**config.mk**
```make
export PLATFORM = sky130hd
export DESIGN_NAME = ball_motion
export DESIGN_NICKNAME = d
export VERILOG_FILES = /design/src/rtl/billiard_pkg.sv /design/src/rtl/frame_divider.sv /design/src/rtl/ball_motion.sv
export SDC_FILE = /design/constraint.sdc
export NUM_CORES = 1
export LEC_CHECK = 0
export CORE_MARGIN = 4
export CORE_UTILIZATION = 51
export DETAILED_ROUTE_END_ITERATION = 8
export PLACE_DENSITY = 0.9
export SLEW_MARGIN = 30
export SYNTH_ARGS = -nofsm -noshare
export SYNTH_HDL_FRONTEND = slang
export SYNTH_HIERARCHICAL = 1
export SYNTH_SLANG_ARGS = --single-unit
```
**constraint.sdc**
```tcl
create_clock -name clk -period 5.1 [get_ports clk]
set_input_delay 1.53 -clock clk [delete_from_list [all_inputs] [get_ports clk]]
set_output_delay 1.53 -clock clk [all_outputs]
set_load 0.005 [all_outputs]
```
**src/rtl/billiard_pkg.sv**
```systemverilog
// Shared fixed-point constants, ball state encoding and saturating arithmetic helpers.
package billiard_pkg;

    localparam int unsigned FIXED_SHIFT = 6;
    localparam int unsigned POS_W       = 17;
    localparam int unsigned VEL_W       = 11;
    localparam int unsigned PIX_W       = POS_W - FIXED_SHIFT;
    localparam int unsigned HOLE_W      = 3;

    typedef enum logic [1:0] {
        IDLE   = 2'd0,
        MOVING = 2'd1,
        SUNK   = 2'd2
    } ball_state_t;

    // One friction step: magnitude shrinks by one LSB, zero stays zero.
    function automatic logic signed [VEL_W-1:0] step_toward_zero(input logic signed [VEL_W-1:0] v);
        if (v == '0)
            return v;
        else if (v[VEL_W-1])
            return v + VEL_W'(1);
        else
            return v - VEL_W'(1);
    endfunction

    // Clamp a one-bit-wider sum back into the position range instead of wrapping.
    function automatic logic signed [POS_W-1:0] sat_pos(input logic signed [POS_W:0] s);
        if (s[POS_W] != s[POS_W-1])
            return s[POS_W] ? {1'b1, {(POS_W-1){1'b0}}} : {1'b0, {(POS_W-1){1'b1}}};
        return s[POS_W-1:0];
    endfunction

    function automatic logic signed [POS_W-1:0] add_vel(input logic signed [POS_W-1:0] pos,
                                                        input logic signed [VEL_W-1:0] vel);
        logic signed [POS_W:0] sum;
        sum = {pos[POS_W-1], pos} + {{(POS_W+1-VEL_W){vel[VEL_W-1]}}, vel};
        return sat_pos(sum);
    endfunction

endpackage

```
**src/rtl/frame_divider.sv**
```systemverilog
// Counts qualifying frame pulses and flags every PERIOD-th one; synchronous clear wins.
module frame_divider #(
    parameter int unsigned PERIOD = 4
) (
    input  logic clk,
    input  logic resetN,
    input  logic clear,
    input  logic pulse,
    output logic tick_c
);

    localparam int unsigned CNT_W = ($clog2(PERIOD + 1) > 3) ? $clog2(PERIOD + 1) : 3;
    localparam logic [CNT_W-1:0] LAST = CNT_W'(PERIOD - 1);

    logic [CNT_W-1:0] cnt;

    assign tick_c = pulse && (cnt == LAST);

    always_ff @(posedge clk) begin
        if (!resetN || clear)
            cnt <= '0;
        else if (pulse)
            cnt <= tick_c ? '0 : cnt + CNT_W'(1);
    end

endmodule

```
**src/rtl/ball_motion.sv**
```systemverilog
// Per-frame ball kinematics: shot launch, collision/pocket event latching, friction and respawn.
module ball_motion
    import billiard_pkg::*;
#(
    parameter int          INITIAL_X       = 100,
    parameter int          INITIAL_Y       = 200,
    parameter int unsigned FRICTION_PERIOD = 4,
    parameter int          MAX_VEL         = 512
) (
    input  logic                     clk,
    input  logic                     resetN,
    input  logic                     startOfFrame,
    input  logic                     collisionOccurred,
    input  logic signed [VEL_W-1:0]  velXIn,
    input  logic signed [VEL_W-1:0]  velYIn,
    input  logic                     holeHit,
    input  logic [HOLE_W-1:0]        holeNum,
    input  logic                     shotValid,
    input  logic signed [VEL_W-1:0]  shotVelX,
    input  logic signed [VEL_W-1:0]  shotVelY,
    input  logic                     respawn,
    output logic signed [PIX_W-1:0]  topLeftX,
    output logic signed [PIX_W-1:0]  topLeftY,
    output logic signed [VEL_W-1:0]  velX,
    output logic signed [VEL_W-1:0]  velY,
    output logic                     moving,
    output logic                     sunk,
    output logic [HOLE_W-1:0]        sunkHoleNum
);

    localparam logic signed [POS_W-1:0] INIT_X = POS_W'(INITIAL_X << FIXED_SHIFT);
    localparam logic signed [POS_W-1:0] INIT_Y = POS_W'(INITIAL_Y << FIXED_SHIFT);
    localparam logic signed [VEL_W-1:0] VMAX   = VEL_W'(MAX_VEL);
    localparam logic signed [VEL_W-1:0] VMIN   = -VMAX;

    function automatic logic signed [VEL_W-1:0] clamp_vel(input logic signed [VEL_W-1:0] v);
        if (v > VMAX)
            return VMAX;
        else if (v < VMIN)
            return VMIN;
        return v;
    endfunction

    ball_state_t              state;
    logic signed [POS_W-1:0]  pos_x, pos_y;
    logic signed [VEL_W-1:0]  vel_x, vel_y;

    logic                     coll_pend, hole_pend, shot_pend;
    logic signed [VEL_W-1:0]  coll_vx, coll_vy, shot_vx, shot_vy;
    logic [HOLE_W-1:0]        hole_latch;

    logic signed [VEL_W-1:0]  base_vx, base_vy, next_vx, next_vy;
    logic signed [POS_W-1:0]  next_px, next_py;
    logic                     stop_c, shot_ok_c, respawn_c;
    logic                     div_pulse_c, div_clear_c, tick_c;

    assign topLeftX = pos_x[POS_W-1:FIXED_SHIFT];
    assign topLeftY = pos_y[POS_W-1:FIXED_SHIFT];
    assign velX     = vel_x;
    assign velY     = vel_y;

    assign shot_ok_c   = shotValid && (state == IDLE) && ((shotVelX != '0) || (shotVelY != '0));
    assign respawn_c   = respawn && (state == SUNK);
    assign div_pulse_c = startOfFrame && (state == MOVING);
    assign div_clear_c = (state != MOVING) || (div_pulse_c && (hole_pend || stop_c));

    frame_divider #(
        .PERIOD (FRICTION_PERIOD)
    ) u_friction (
        .clk    (clk),
        .resetN (resetN),
        .clear  (div_clear_c),
        .pulse  (div_pulse_c),
        .tick_c (tick_c)
    );

    // Frame update datapath: choose the loaded velocity, move with it, then apply friction.
    always_comb begin
        base_vx = vel_x;
        base_vy = vel_y;
        if (state == IDLE) begin
            base_vx = clamp_vel(shot_vx);
            base_vy = clamp_vel(shot_vy);
        end else if (coll_pend) begin
            base_vx = clamp_vel(coll_vx);
            base_vy = clamp_vel(coll_vy);
        end
        next_px = add_vel(pos_x, base_vx);
        next_py = add_vel(pos_y, base_vy);
        next_vx = tick_c ? step_toward_zero(base_vx) : base_vx;
        next_vy = tick_c ? step_toward_zero(base_vy) : base_vy;
        stop_c  = (next_vx == '0) && (next_vy == '0);
    end

    always_ff @(posedge clk) begin
        if (!resetN || respawn_c) begin
            state       <= IDLE;
            pos_x       <= INIT_X;
            pos_y       <= INIT_Y;
            vel_x       <= '0;
            vel_y       <= '0;
            moving      <= 1'b0;
            sunk        <= 1'b0;
            sunkHoleNum <= '0;
            coll_pend   <= 1'b0;
            hole_pend   <= 1'b0;
            shot_pend   <= 1'b0;
            coll_vx     <= '0;
            coll_vy     <= '0;
            shot_vx     <= '0;
            shot_vy     <= '0;
            hole_latch  <= '0;
        end else begin
            // Event latches: frame boundary consumes them and opens a fresh window.
            if (startOfFrame) begin
                coll_pend <= collisionOccurred;
                hole_pend <= holeHit;
                shot_pend <= shot_ok_c;
            end else begin
                if (collisionOccurred) coll_pend <= 1'b1;
                if (holeHit)           hole_pend <= 1'b1;
                if (shot_ok_c)         shot_pend <= 1'b1;
            end
            if (collisionOccurred && (startOfFrame || !coll_pend)) begin
                coll_vx <= velXIn;
                coll_vy <= velYIn;
            end
            if (holeHit && (startOfFrame || !hole_pend))
                hole_latch <= holeNum;
            if (shot_ok_c && (startOfFrame || !shot_pend)) begin
                shot_vx <= shotVelX;
                shot_vy <= shotVelY;
            end

            if (startOfFrame) begin
                case (state)
                    IDLE: begin
                        if (shot_pend) begin
                            state  <= MOVING;
                            moving <= 1'b1;
                            pos_x  <= next_px;
                            pos_y  <= next_py;
                            vel_x  <= next_vx;
                            vel_y  <= next_vy;
                        end
                    end
                    MOVING: begin
                        if (hole_pend) begin
                            state       <= SUNK;
                            moving      <= 1'b0;
                            sunk        <= 1'b1;
                            sunkHoleNum <= hole_latch;
                            vel_x       <= '0;
                            vel_y       <= '0;
                        end else begin
                            pos_x <= next_px;
                            pos_y <= next_py;
                            vel_x <= next_vx;
                            vel_y <= next_vy;
                            if (stop_c) begin
                                state  <= IDLE;
                                moving <= 1'b0;
                            end
                        end
                    end
                    default: ;
                endcase
            end
        end
    end

endmodule

```
==> results by group <==
Outcome
  • Status: finished, final reports clean

Finish
  • Number of fill cells: about 1200
  • Final #Nets: around 1200
  • Core Util, Final: 63.4%
  • Area Growth Syn to Fin: 21.7%
  • Sequential standard cell area: around 0.0023 sq mm
  • Area of the multi-input gates: 0.00521 sq mm
  • Layout cells sized above 1: between 8 and 9%
  • N_diodes: 0

Worst setup path
  • Worst setup EP type: register
  • Crit path DAT: 5.12 ns
  • CP Max Fanout: 8
  • Worst EP required: approximately 5.4 ns
  • Crit Path Class: register to register
  • Critical Path Start Type: register

GRT
  • Vias in the first global route: between 7000 and 8000
  • First-pass GRT wire length: 36.7 mm
  • Total GRT Usage: ~25%
  • Largest net degree at the start of global routing: 52
  • Initial antenna violation count: 0
  • Global route overflow: 0

Timing
  • Tightest Pin Transition: between 0.8 and 0.9 ns
  • Max-slew headroom: a little over two fifths
  • RSZ-0062 raised after global routing: false
  • Min Clock Period, post-route: a little under 5 ns
  • Fin Clk Skew: roughly 0.0083 ns
  • Max Freq: 0.208 GHz
  • Slew Limit Fails: 0
  • Final hold vios: 0
  • Final period util: ~94%
  • Setup tns final: 0 ns
  • Final setup viols: 0

Routing
  • Routed via count: ~7900
  • DR pass1 iterations: 6
  • Via density: about 6.1
  • Routed len/inst: approximately 18 um
  • Remaining routing DRC violations: 0
  • DRC marker count from the first detailed-route iteration: 820
  • Post-Route WL: 22.9 mm
  • Post-DRT Antenna Nets: 0

Placed design
  • Detailed Place HPWL: 16.8 mm
  • Gp weighted congestion: between 0.9 and 1
  • Input/output buffers: between 100 and 150

Pwr
  • Pleak: about 4.1 nW
  • Pwr/cell area: 333 mW/mm^2
  • Max VDD drop: 0.000268 V

Yosys
  • Cell variety after synth: a little over 80
  • Post-synth EDFFs: 0
  • Post-Syn Area per Cell: 8.10 sq um
  • Top_reg_cell synth: dfxtp_1
  • Yosys warns: 6
  • Mapped Cells: slightly below 1000
  • Syn nets: 1092
  • Yosys reg bits: around 120
  • Ys async rst share: 0%
  • Cell Area, Synth: between 0.007 and 0.008 sq mm
  • Sequential element share of the synthesized area: 29.0%

Clock tree
  • Reg clk slew, reported paths: 0.06 ns
  • Post_cts resized: 0
  • # Post-CTS Setup Buffers: 0
  • Hold_buf cts: 0
  • CTS tree: built
  • CTS Root Cell: clkbuf_16
  • H-tree level count: 4
  • Clock latency at the later pin of the worst-skew pair: ~0.43 ns
  • Max Buffers Root-to-Sink: 2
  • CTS buffer count: 17
  • Sink Count: 115

Floorplanning
  • Die Area: about 0.018 sq mm
  • Chip Height: 133 um
  • FP Rows: 45
  • IO Count: 103
  • Core area: 0.0153 sq mm
  • Die width: 133 um
  • Initial Util: between 50 and 60%

Hold path
  • Worst Hold Class: register to register

Flow run
  • MaxCap Viol Count: 0
[state kept, by name (all words and copies together), names as in the netlist]
| name | flops |
|---|---|
| coll_pend | 1 |
| coll_vx | 11 |
| coll_vy | 11 |
| hole_latch | 3 |
| hole_pend | 1 |
| pos_x | 17 |
| pos_y | 17 |
| shot_pend | 1 |
| shot_vx | 11 |
| shot_vy | 11 |
| state | 2 |
| sunk | 1 |
| sunkHoleNum | 3 |
| u_friction/cnt | 3 |
| velX | 11 |
| velY | 11 |
[Yosys cell counts (5+ instances only)]
| master | n | area share (%) |
|---|---|---|
| a211oi_1 | 11 | 1.0 |
| a21boi_0 | 5 | 0.47 |
| a21o_1 | 22 | 2.1 |
| a21oi_1 | 77 | 4.8 |
| a221o_1 | 7 | 0.88 |
| a222oi_1 | 5 | 0.63 |
| a22oi_1 | 16 | 1.5 |
| a31oi_1 | 7 | 0.55 |
| and2_1 | 6 | 0.47 |
| and3_1 | 18 | 1.4 |
| buf_4 | 23 | 2.2 |
| clkbuf_1 | 34 | 1.6 |
| dfxtp_1 | 115 | 29 |
| ha_1 | 53 | 8.3 |
| inv_1 | 31 | 1.5 |
| maj3_1 | 8 | 1.0 |
| mux2i_1 | 32 | 4.0 |
| nand2_1 | 103 | 4.9 |
| nand2b_1 | 10 | 0.79 |
| nand3_1 | 18 | 1.1 |
| nor2_1 | 108 | 5.1 |
| nor3_1 | 16 | 1.0 |
| nor4_1 | 10 | 0.79 |
| o211ai_1 | 8 | 0.76 |
| o21a_1 | 16 | 1.5 |
| o21ai_0 | 49 | 3.1 |
| o221a_2 | 18 | 2.6 |
| o22ai_1 | 7 | 0.55 |
| xnor2_1 | 19 | 2.1 |
| xor2_1 | 23 | 2.5 |
[power by group]
group | switching [mW] | total (mW) | internal [mW]
combinational | 0.576 | 1.03 | 0.457
clock | 0.459 | 1.17 | 0.709
sequential | 0.0597 | 1.02 | 0.963
[cells in the final DEF, fill, tap and decap left out, types with 16 or more instances in the layout]
master,count
a21oi_1,76
dfxtp_1,115
a22oi_1,16
and3_1,18
o21ai_0,48
o221a_2,18
nor2_1,107
nand3_1,18
xor2_1,23
clkbuf_16,17
xnor2_1,19
mux2i_1,32
o21a_1,16
clkdlybuf4s50_1,102
a21o_1,22
buf_4,24
inv_1,31
nor3_1,16
nand2_1,103
ha_1,53
[logic make-up after synthesis]
| family | Yosys count | synth area share, % |
|---|---|---|
| buffers and inverters | 96 | 5.76 |
| flip-flops | 115 | 29.0 |
| AND/OR/NAND/NOR | 327 | 19.4 |
| multiplexers | 34 | 4.31 |
| adder cells (fa/ha/maj) | 65 | 10.4 |
| AO/OA/AOI/OAI | 301 | 26.4 |
| XOR/XNOR | 43 | 4.83 |
[path summary, 6_finish.rpt]
check	start	end	slack (ns)	cells after the start
worst min register to register	sunk	sunk	0.45	2
worst min-delay path	sunk	sunk	0.45	2
worst max register to register	coll_vx[9]	pos_x[9]	0.29	16
worst max-delay path	coll_vx[9]	pos_x[9]	0.29	16
[cell type report]
cell class                      count  share of cell area (%)
Timing Repair Buffer              126                    12.4
Clock buffer                       21                    4.87
Multi-Input combinational cell    770                    53.9
Inverter                           31                    1.20
Sequential cell                   115                    23.8
Tap cell                          211                    2.73
Clock inverter                     11                    1.06
[stage by stage]
step	area [sq um]	power [mW]	hold slack, ns	setup WS (ns)	instances
final	9670	3.22	0.454	0.293	1285
after global routing	9670	3.37	0.479	0.0170	1285
after CTS	9670	3.21	0.459	0.403	1285
after detailed placement	9090	2.04	0.451	0.515	1253
after global placement	9090	2.02	0.438	0.566	1253
after floorplan	7950	1.76	0.442	0.355	981
[layer usage]
| metal | wire length (um) | GRT usage, % | vias to the layer above |
|---|---|---|---|
| li1 | - | - | 3758 |
| met1 | 9820 | 32.7 | 3665 |
| met2 | 10400 | 41.1 | 387 |
| met3 | 1890 | 5.55 | 67 |
| met4 | 738 | 10.6 | 0 |
| met5 | 0 | 0 | - |
[critical path, cell delays in order, from the launching register on]
cell	delay [ns]
dfxtp_1	0.42
xnor2_1	0.18
a31oi_1	0.40
nor2_1	0.11
a222oi_1	0.29
buf_4	0.21
inv_1	0.09
fa_1	0.44
a21o_1	0.18
a21o_1	0.21
a2111o_1	0.46
a21oi_1	0.26
o211ai_1	0.17
xnor2_1	0.43
nand3b_1	0.24
nand2_1	0.24
o221a_2	0.36
(Power assumes the default switching activity.)
